**src/rtl/vp_pkg.sv**
```systemverilog
// vp_pkg: shared filter mode constants and channel width helper
package vp_pkg;
  localparam logic [1:0] VP_MODE_BYPASS = 2'd0;
  localparam logic [1:0] VP_MODE_GAUSS  = 2'd1;
  localparam logic [1:0] VP_MODE_SOBEL  = 2'd2;
  localparam logic [1:0] VP_MODE_SHARP  = 2'd3;
  function automatic int vp_cw(input int dw);
    return dw / 3;
  endfunction
endpackage

```
**src/rtl/vp_conv_channel.sv**
```systemverilog
// vp_conv_channel: one colour channel's weighted sums (S2) and normalise/saturate/mode select (S3)
module vp_conv_channel import vp_pkg::*; #(
  parameter int CW = 4
) (
  input  logic                i_clk,
  input  logic                i_rstn,
  input  logic [8:0][CW-1:0]  i_px,
  input  logic [1:0]          i_mode,
  input  logic                i_en2,
  input  logic                i_en3,
  output logic [CW-1:0]       o_px
);
  localparam int W  = CW + 4;
  localparam int GW = CW + 3;
  logic [8:0][W-1:0] e;
  logic [CW-1:0] cen2, blur_s, sob_s, sh_s, res;
  logic [W-1:0]  blur2, sh2, nb, sob;
  logic [GW-1:0] gx2, gy2, ax, ay;
  for (genvar k = 0; k < 9; k++) begin : g_ext
    assign e[k] = W'(i_px[k]);
  end
  // sample index is row*3+col, row0 on top, col0 on the left
  always_ff @(posedge i_clk)
    if (i_en2) begin
      cen2  <= i_px[4];
      blur2 <= e[0] + (e[1] << 1) + e[2] + (e[3] << 1) + (e[4] << 2) + (e[5] << 1) + e[6] + (e[7] << 1) + e[8];
      gx2   <= GW'(e[2] + (e[5] << 1) + e[8] - e[0] - (e[3] << 1) - e[6]);
      gy2   <= GW'(e[6] + (e[7] << 1) + e[8] - e[0] - (e[1] << 1) - e[2]);
      sh2   <= (e[4] << 2) + e[4] - e[1] - e[3] - e[5] - e[7];
    end
  always_comb begin
    nb     = (blur2 + W'(8)) >> 4;
    ax     = gx2[GW-1] ? -gx2 : gx2;
    ay     = gy2[GW-1] ? -gy2 : gy2;
    sob    = W'(ax) + W'(ay);
    blur_s = |nb[W-1:CW] ? '1 : nb[CW-1:0];
    sob_s  = |sob[W-1:CW] ? '1 : sob[CW-1:0];
    sh_s   = sh2[W-1] ? '0 : |sh2[W-2:CW] ? '1 : sh2[CW-1:0];
    res    = i_mode == VP_MODE_BYPASS ? cen2 :
             i_mode == VP_MODE_GAUSS  ? blur_s :
             i_mode == VP_MODE_SOBEL  ? sob_s : sh_s;
  end
  always_ff @(posedge i_clk)
    if (!i_rstn) o_px <= '0;
    else if (i_en3) o_px <= res;
endmodule

```
**src/rtl/vp_conv3x3.sv**
```systemverilog
// vp_conv3x3: three-stage 3x3 convolution (bypass/Gaussian/Sobel/sharpen) on each RGB channel
module vp_conv3x3 import vp_pkg::*; #(
  parameter int DW = 12
) (
  input  logic            i_clk,
  input  logic            i_rstn,
  input  logic [9*DW-1:0] i_pixel_data,
  input  logic            i_pixel_data_valid,
  input  logic [1:0]      i_mode,
  output logic [DW-1:0]   o_pixel_data,
  output logic            o_pixel_valid
);
  localparam int CW = vp_cw(DW);
  logic [9*DW-1:0] win1;
  logic [1:0]      mode1, mode2;
  logic            v1, v2;
  always_ff @(posedge i_clk) begin
    v1            <= i_rstn && i_pixel_data_valid;
    v2            <= i_rstn && v1;
    o_pixel_valid <= i_rstn && v2;
    if (i_pixel_data_valid) begin
      win1  <= i_pixel_data;
      mode1 <= i_mode;
    end
    if (v1) mode2 <= mode1;
  end
  for (genvar h = 0; h < 3; h++) begin : g_ch
    logic [8:0][CW-1:0] px;
    for (genvar k = 0; k < 9; k++) begin : g_px
      assign px[k] = win1[k*DW + h*CW +: CW];
    end
    vp_conv_channel #(.CW(CW)) u_ch (
      .i_clk  (i_clk),
      .i_rstn (i_rstn),
      .i_px   (px),
      .i_mode (mode2),
      .i_en2  (v1),
      .i_en3  (v2),
      .o_px   (o_pixel_data[h*CW +: CW])
    );
  end
endmodule
```
**config.mk**
```make
export PLATFORM = sky130hd
export DESIGN_NAME = vp_conv3x3
export DESIGN_NICKNAME = d
export VERILOG_FILES = /design/src/rtl/vp_pkg.sv /design/src/rtl/vp_conv_channel.sv /design/src/rtl/vp_conv3x3.sv
export SDC_FILE = /design/constraint.sdc
export NUM_CORES = 1
export LEC_CHECK = 0
export CORE_MARGIN = 3
export CORE_UTILIZATION = 55
export DETAILED_ROUTE_END_ITERATION = 12
export GPL_TIMING_DRIVEN = 0
export PLACE_DENSITY = 0.85
export SYNTH_ARGS = -nofsm -noshare
export SYNTH_HDL_FRONTEND = slang
export SYNTH_SLANG_ARGS = --single-unit
```
**constraint.sdc**
```tcl
create_clock -name i_clk -period 11.3 [get_ports i_clk]
set_input_delay 2.26 -clock i_clk [delete_from_list [all_inputs] [get_ports i_clk]]
set_output_delay 2.26 -clock i_clk [all_outputs]
set_load 0.05 [all_outputs]
```
# Word level (Yosys, flattened, before mapping)
# Index checks and enable logic that the tools add are counted.
[op_classes] add_sub_neg=81 n_mul=0 n_div=0 magnitude_cmp=0 eq_ne=2 shifts=0 muxes=24 bitwise=0 reduce_logical=10
[ops] op="subtractor 8 x 4 -> 8 bit" count=12
[ops] op="subtractor 7 x 4 -> 7 bit" count=12
[ops] op="adder 8 x 4 -> 8 bit" count=9
[ops] op="adder 8 x 5 -> 8 bit" count=9
[ops] op="two-way mux 4 bit" count=18
[ops] op="adder 4 x 5 -> 6 bit" count=9
[ops] op="adder 7 x 4 -> 7 bit" count=6
[ops] op="two-way mux 7 bit" count=6
[ops] op="negator 7 bit" count=6
[ops] op="subtractor 7 x 5 -> 7 bit" count=6
[ops] op="adder 7 x 7 -> 8 bit" count=3
[ops] op="adder 8 x 4 -> 8 bit (second input constant)" count=3
[ops] op="adder 8 x 6 -> 8 bit" count=3
[ops] op="adder 6 x 4 -> 7 bit" count=3
[ops] op="OR reduction 4 bit" count=3
[ops] op="OR reduction 3 bit" count=3
[ops] op="logical AND 1 bit" count=3
[ops] op="== test 2 x 1 -> 1 bit (second input constant)" count=1
[ops] op="== test 2 bit (second input constant)" count=1
[ops] op="zero test 2 bit" count=1
[word_totals] register_bits=229 latch_bits=0 ram_bits=0 mem_bits_ro=0 inputBits=113 output_inout_bits=13 wordCells=141 memories=0

# Depth between registers and ports, before layout
# Gate-level depths: netlist (run 1).
[depth] ltp_word=8 ltp_mapped=18 depth_no_buf=18

# Cells and area by module
# A second synthesis (run 1) with hierarchy kept.
[unflattened] cells_unflattened=1360 hier_area_um2=16442.0
[modules_own_cells] mod="vp_conv_channel at g_ch[2].u_ch" instances=1 cells_each=416 area_per_inst_um2=4369.2 seq_area_each_um2=1011.0
[modules_own_cells] mod="vp_conv_channel at g_ch[0].u_ch" instances=1 cells_each=413 area_per_inst_um2=4319.1 seq_area_each_um2=1011.0
[modules_own_cells] mod="vp_conv_channel at g_ch[1].u_ch" instances=1 cells_each=413 area_per_inst_um2=4311.6 seq_area_each_um2=1011.0
[modules_own_cells] mod="vp_conv3x3" instances=1 cells_each=118 area_per_inst_um2=3442.1 seq_area_each_um2=3423.3

# Worst setup path after synthesis (run 1)
# Ideal clock, no wire load.
[synth_path] path_kind="reg-to-reg" startpoint="reg win1[5]" endpoint="reg g_ch[1].u_ch.blur2[7], data pin" setup_time_ps=262 arrival_time_ps=4408 required_ps=11038 slack_ps=6630 path_stages_with_launch=17 n_path_buf=0 period_less_slack_ps=4670 cell_sequence="edfxtp_1 ha_1 fa_1 xor2_1 fa_1 inv_1 fa_1 inv_1 fa_1 inv_1 fa_1 inv_1 ha_1 fa_1 a21o_1 a21oi_1 xor2_1"
[synth_via] elab_chain_cells=8
[synth_rtl] item="start: declaration" line_no="vp_conv3x3.sv:14" rtl="logic [9*DW-1:0] win1;"
[synth_rtl] item="start signal: assignment" line_no="vp_conv3x3.sv:22" rtl="win1 <= i_pixel_data;"
[synth_rtl] item="adder 4 x 5 -> 6 bit" line_no="vp_conv_channel.sv:26" rtl="blur2 <= e[0] + (e[1] << 1) + e[2] + (e[3] << 1) + (e[4] << 2) + (e[5] << 1) + e[6] + (e[7] << 1) + e[8];"
[synth_rtl] item="adder 8 x 4 -> 8 bit" line_no="vp_conv_channel.sv:26"
[synth_rtl] item="adder 8 x 5 -> 8 bit" line_no="vp_conv_channel.sv:26"
[synth_rtl] item="adder 8 x 6 -> 8 bit" line_no="vp_conv_channel.sv:26"
[synth_rtl] item="adder 8 x 5 -> 8 bit" line_no="vp_conv_channel.sv:26"
[synth_rtl] item="adder 8 x 4 -> 8 bit" line_no="vp_conv_channel.sv:26"
[synth_rtl] item="adder 8 x 5 -> 8 bit" line_no="vp_conv_channel.sv:26"
[synth_rtl] item="adder 8 x 4 -> 8 bit" line_no="vp_conv_channel.sv:26"
[synth_rtl] item="end signal: assignment" line_no="vp_conv_channel.sv:26"
[synth_rtl] item="end: declaration" line_no="vp_conv_channel.sv:17" rtl="logic [W-1:0] blur2, sh2, nb, sob;"
# Every way passes these cells.
# A chain may end at the register's enable or synchronous reset.

# Final worst setup path (run 1)
[layout_path] startpoint="reg win1[1]" endpoint="reg g_ch[0].u_ch.blur2[7], data pin"
[layout_via] elab_chain_cells=8
[layout_rtl] item="adder 4 x 5 -> 6 bit" line_no="vp_conv_channel.sv:26"
[layout_rtl] item="adder 8 x 4 -> 8 bit" line_no="vp_conv_channel.sv:26"
[layout_rtl] item="adder 8 x 5 -> 8 bit" line_no="vp_conv_channel.sv:26"
[layout_rtl] item="adder 8 x 6 -> 8 bit" line_no="vp_conv_channel.sv:26"
[layout_rtl] item="adder 8 x 5 -> 8 bit" line_no="vp_conv_channel.sv:26"
[layout_rtl] item="adder 8 x 4 -> 8 bit" line_no="vp_conv_channel.sv:26"
[layout_rtl] item="adder 8 x 5 -> 8 bit" line_no="vp_conv_channel.sv:26"
[layout_rtl] item="adder 8 x 4 -> 8 bit" line_no="vp_conv_channel.sv:26"
[layout_rtl] item="end signal: assignment" line_no="vp_conv_channel.sv:26"
[layout_rtl] item="end: declaration" line_no="vp_conv_channel.sv:17"
# Every way passes these cells.

==> results of run 1 <==
[sequential cells by signal, summed over array words and instances (netlist names), 2 cells and up]
name	count
mode1	2
g_ch.u_ch.gx2	21
win1	108
g_ch.u_ch.blur2	15
mode2	2
g_ch.u_ch.sh2	24
g_ch.u_ch.o_px	12
g_ch.u_ch.gy2	21
g_ch.u_ch.cen2	12
[worst register-to-register path, delay by kind of cell (launching register included)]
family	cells	cell delay, ns
xor gates and xnor gates	2	0.28
AOI/OAI and AO/OA	2	0.36
adders and majority gates	8	3.40
buffers and inverters	4	0.22
DFF	1	0.40
[worst paths after layout]
| path | slack, ns | depth (start not counted) | startpoint | end |
|---|---|---|---|---|
| worst max-delay path | 6.36 | 16 | win1[1] | g_ch[0].u_ch.blur2[7] |
| worst min register to register | 0.42 | 0 | mode1[1] | mode2[1] |
| worst max register to register | 6.36 | 16 | win1[1] | g_ch[0].u_ch.blur2[7] |
| worst min-delay path | 0.42 | 0 | mode1[1] | mode2[1] |
[synth_stat cells (all sizes together), types with 11 or more instances]
cell,count,area (µm²)
xor2,24,210.2
nand2,32,120.1
dfxtp,15,300.3
edfxtp,205,6156
inv,314,1179
nor3,21,115.1
fa,180,3603
nand2b,17,106.4
xnor2,87,762.0
a21oi,64,320.3
a21o,40,300.3
o21ai,49,249.0
o21bai,11,82.58
ha,180,2252
nor2,37,138.9
nor2b,11,68.82
o21a,14,105.1
[cell type report]
| cell class | instances | area (µm²) |
|---|---|---|
| buffer | 7 | 28.78 |
| clock buffer | 34 | 699.4 |
| clock inverter | 11 | 117.6 |
| fill | 2096 | 10450 |
| inverter | 314 | 1179 |
| multi-input combinational | 862 | 9154 |
| sequential | 220 | 6460 |
| tap | 390 | 488.0 |
| timing repair buffer | 127 | 1304 |
[logic make-up (layout without fill, tap and decap cells)]
logic type / Yosys count / after routing / synth area share
muxes: 7 / 7 / 0.004241
adders and majority gates: 360 / 360 / 0.3482
xor gates and xnor gates: 111 / 111 / 0.05781
and+or+nand+nor: 168 / 168 / 0.05193
AOI/OAI and AO/OA: 216 / 216 / 0.08214
buffers and inverters: 321 / 493 / 0.07180
DFF: 220 / 220 / 0.3839
[power by group]
group	switching (mW)	total (mW)	internal (mW)	leakage, nW
Sequential	0.138	1.37	1.23	2.09
Combinational	1.40	2.65	1.25	6.10
Clock	0.318	0.796	0.478	0.389
Total	1.85	4.81	2.96	8.58
[layer usage]
layer  up-vias  wire [µm]  GRT usage
li1       4962          -          -
met1      5079      12840     0.2514
met2       279      17190     0.3677
met3        92       1814    0.03805
met4         0       1267    0.08228
met5         -          0          0
[through the flow]
step / worst slack (ns) / total power [mW] / hold WS [ns] / instance area [µm²] / util
after floorplan: 6.630 / 3.393 / 0.4003 / 16820 / -
after global placement: 4.635 / 3.862 / 0.4021 / 18560 / 0.6211
after detailed placement: 6.374 / 3.990 / 0.4097 / 18610 / 0.6230
after CTS: 6.350 / 4.842 / 0.4237 / 19430 / 0.6504
after global routing: 6.155 / 5.277 / 0.4433 / 19430 / 0.6504
final: 6.362 / 4.809 / 0.4210 / 19430 / 0.6504
==> metrics.txt, run 1 <==
row cnt=63; critical path's most frequent cell=fa_1; clk slew on worst S/H paths=roughly 0.06 ns; final setup TNS=0 ns; Max FO, Critical Path=3; Root Buffer Master=clkbuf_16; PwrDens=247.5 nW/µm²; Port-buffer cells=roughly 130; Least-Margin Pin Slew=roughly 0.61 ns; min Tclk post-route=4.938 ns; GP Congestion=about 0.92; largest net degree at the start of global routing=74; Inserted Clock Buffers=25; WP buf/inv=4; DR vias/cell=approximately 5.3; postcts setup bufs=0; PostCTS Resize Cnt=0; skew final=0.008189 ns; First-pass DRT Iterations=5; Final setup viols=0; Avg Synthesized Cell Area=roughly 12 µm²; Post-synth ARST share=0; Post-Synthesis Cells=about 1400; diodes inserted=0; DIE AREA=about 33000 µm²; via count=between 10000 and 15000; Mapped Area=~17000 µm²; Routed wire per std cell=roughly 17 µm; DIE WIDTH=180.9 µm; final period utilization=0.4370; post-synthesis cell type count=52; hpwl dp=about 26000 µm; Synth warnings=0; non-filler cells, final=~2000; clock sinks=220; fmax=around 0.2 GHz; most common cell after layout, fill and taps aside=inv_1; fraction of final layout cells sized beyond drive strength 1=0.03238; gr ovfl total=0; Iter 0 DRT Violations=just under 700; Hold Buf Count CTS=0; CP Capture Type=flip-flop; kind of critical path=reg2reg; Slew HR=0.5937; ys flop type=edfxtp_1; Post-Place Cells=about 1900; CP max stage cell=fa_1; crit path DAT=between 5 and 6 ns; Yosys reg bits=220; Startpoint Class=flip-flop; unrepaired setup endpoints after global routing=no; Layout Nets=just over 2000; clock latency on the worst-skew pair=around 0.52 ns; Lkg Pwr=between 8 and 9 nW; Worst Path Required=around 12 ns; syn_nets=about 1900; Max Cap Viol=0; CTS tree=yes; sequential area share after synthesis=0.3839; Max Slew Vio Count=0; GR Util All Layers=0.2075; layout overhead on the synthesized area=15.53%; antenna viol nets, final=0; HP Class=reg2reg; height of the die=about 180 µm; placeable core area=about 30000 µm²; first-pass GRT wire length=around 55000 µm; Max VDD drop=around 0.14 mV; initial antenna violation count=0; number of flops mapped to enable cells by yosys=between 200 and 250; Starting Density=0.5629; Cell Chain, Critical Path=ha_1 > fa_1 > xor2_1 > fa_1 > inv_1 > fa_1 > inv_1 > fa_1 > inv_1 > fa_1 > inv_1 > ha_1 > fa_1 > a21o_1 > a21oi_1 > xnor2_1; commonest cells after routing, fill and taps aside=314 x inv_1, 205 x edfxtp_1, 180 x fa_1, 180 x ha_1, 124 x clkdlybuf4s50_1; total wire length=about 33000 µm; Final Hold Fails=0; CP top delay family=adder cells; CTS Buffer Depth=3; status=finished clean; H-tree Lvls=1; Ports=roughly 130; vias in the first global route=approximately 11000; crit-path max cell delay=between 0.5 and 0.6 ns; # DRC=0
Note: power is estimated with default switching activity, not from simulation.
==> run 2: changes to the inputs <==
==> constraint.sdc (replaced) <==
create_clock -name i_clk -period 5.12 [get_ports i_clk]
set_input_delay 1.024 -clock i_clk [delete_from_list [all_inputs] [get_ports i_clk]]
set_output_delay 1.024 -clock i_clk [all_outputs]
set_load 0.05 [all_outputs]
==> run 2 against run 1 <==
Combinational power is 120% higher. Hold slack unchanged. Wire length hardly changed. Via count hardly changed. Register-to-register slack worse by 6.1 ns. Critical path depth unchanged. Cell count is the same. Sequential power rose by 120%. Global-route usage unchanged. Sequential share of layout area about the same. Die area unchanged. First-iteration DRC count grew 0.88%. Critical path type unchanged. Critical endpoint unchanged.
==> metrics.txt, run 2 (synthesized netlist as in run 1, its figures left out) <==
vias in the first global route=roughly 11000; PwrDens=~550 nW/µm²; GP Congestion=0.9221; clk slew on worst S/H paths=approximately 0.060 ns; Port-buffer cells=roughly 130; skew final=between 0.008 and 0.009 ns; final setup TNS=0 ns; pre-CTS setup slack=0.1941 ns; H-tree Lvls=1; Max VDD drop=slightly above 0.3 mV; fmax=about 0.20 GHz; fin worst setup slack=around 0.24 ns; CTS tree=yes; Starting Density=0.5629; initial antenna violation count=0; Iter 0 DRT Violations=690; clock sinks=between 200 and 250; Ports=~130; Routed wire per std cell=16.85 µm; Max Slew Vio Count=0; P_int=around 6.5 mW; layout overhead on the synthesized area=15.56%; gr ovfl total=0; commonest cells after routing, fill and taps aside=314 x inv_1, 205 x edfxtp_1, 180 x fa_1, 178 x ha_1, 124 x clkdlybuf4s50_1; Worst Path Required=about 5.4 ns; DR vias/cell=between 5 and 6; Most flops, register=win1; DIE WIDTH=180.9 µm; # DRC=0; Clock power frac=0.166; Startpoint Class=flip-flop; diodes inserted=0; total wire length=~33000 µm; most common cell after layout, fill and taps aside=inv_1; largest net degree at the start of global routing=74; Final Hold Fails=0; clock latency on the worst-skew pair=around 0.52 ns; min Tclk post-route=4.882 ns; Layout Nets=between 2000 and 2500; row cnt=63; Net Sw Frac=0.3853; switching power=4.091 mW; CTS Buffer Depth=3; kind of critical path=reg2reg; crit path DAT=slightly above 5 ns; CP Capture Type=flip-flop; Inserted Clock Buffers=25; GR Util All Layers=0.2075; HP Class=reg2reg; placeable core area=around 30000 µm²; Max Cap Viol=0; Final setup viols=0; unrepaired setup endpoints after global routing=no; Max FO, Critical Path=3; first-pass GRT wire length=55050 µm; Least-Margin Pin Slew=0.6076 ns; final period utilization=0.9536; Slew HR=0.5937; First-pass DRT Iterations=5; fraction of final layout cells sized beyond drive strength 1=0.03365; Comb power frac=0.550; via count=10410; Largest regs=win1 x108, g_ch.u_ch.sh2 x24; status=finished clean; Lkg Pwr=8.580 nW; sequential share of power=0.284; hpwl dp=about 26000 µm; max FFs per register=around 110; height of the die=180.9 µm; Tot Pwr=10.62 mW; antenna viol nets, final=0; DIE AREA=~33000 µm²; Root Buffer Master=clkbuf_16
[run 2: worst max-delay path: stages (launching register included)]
cell and delay (ns):
edfxtp_1 0.40, ha_2 0.24, fa_1 0.41, xor2_1 0.17
fa_1 0.49, inv_1 0.06, fa_1 0.53, inv_1 0.06
fa_1 0.53, inv_1 0.05, fa_1 0.53, inv_1 0.05
ha_1 0.22, fa_1 0.40, a21o_1 0.17, a21oi_1 0.19
xnor2_1 0.11
[run 2: layer usage]
layer | share of wire | wire length [µm] | track usage
met5 | 0 | 0 | 0
met4 | 0.038 | 1270 | 0.08228
met3 | 0.054 | 1774 | 0.03805
met2 | 0.52 | 17190 | 0.3677
met1 | 0.39 | 12870 | 0.2514
[run 2: cell type report]
type / count / area [µm²]
fillers: 2094 / 10440
multi-input cells: 862 / 9159
flip-flops and latches: 220 / 6460
repair buffers: 127 / 1304
inverters: 314 / 1179
clock buffers: 34 / 699.4
well taps: 390 / 488.0
clock inverters: 11 / 117.6
plain buffers: 7 / 28.78
[run 2: power groups by stage]
| stage | logic [mW] | registers, mW | clock network, mW |
|---|---|---|---|
| floorplan | 4.50 | 2.99 | 0 |
| global placement | 5.48 | 3.05 | 0 |
| detailed placement | 5.75 | 3.05 | 0 |
| CTS | 5.88 | 3.02 | 1.79 |
| global route | 6.71 | 3.06 | 1.88 |
| finish | 5.84 | 3.02 | 1.76 |
[run 2: worst paths after layout]
kind                               start                     to  slack [ns]  cells after the start
worst max-delay path             win1[1]  g_ch[0].u_ch.blur2[7]        0.24                     16
worst min-delay path            mode1[1]               mode2[1]        0.42                      0
worst max register to register   win1[1]  g_ch[0].u_ch.blur2[7]        0.24                     16
worst min register to register  mode1[1]               mode2[1]        0.42                      0
[run 2: what timing repair did]
| item | in CTS | in global routing |
|---|---|---|
| endpoints found under the setup margin | 0 | 2 |
| resized for setup | 0 | 2 |
| setup buffers | 0 | 0 |
| hold buffers | 0 | 0 |
[run 2: per-stage QoR]
| step | util | hold slack (ns) | instance area [µm²] | std cells |
|---|---|---|---|---|
| 4_1_cts | 0.6504 | 0.4237 | 19430 | 1965 |
| 3_5_place_dp | 0.6230 | 0.4097 | 18610 | 1920 |
| 6_report | 0.6505 | 0.4210 | 19430 | 1965 |
| 3_3_place_gp | 0.6211 | 0.4021 | 18560 | 1918 |
| 2_1_floorplan | - | 0.4003 | 16820 | 1403 |
| 5_1_grt | 0.6505 | 0.4433 | 19430 | 1965 |
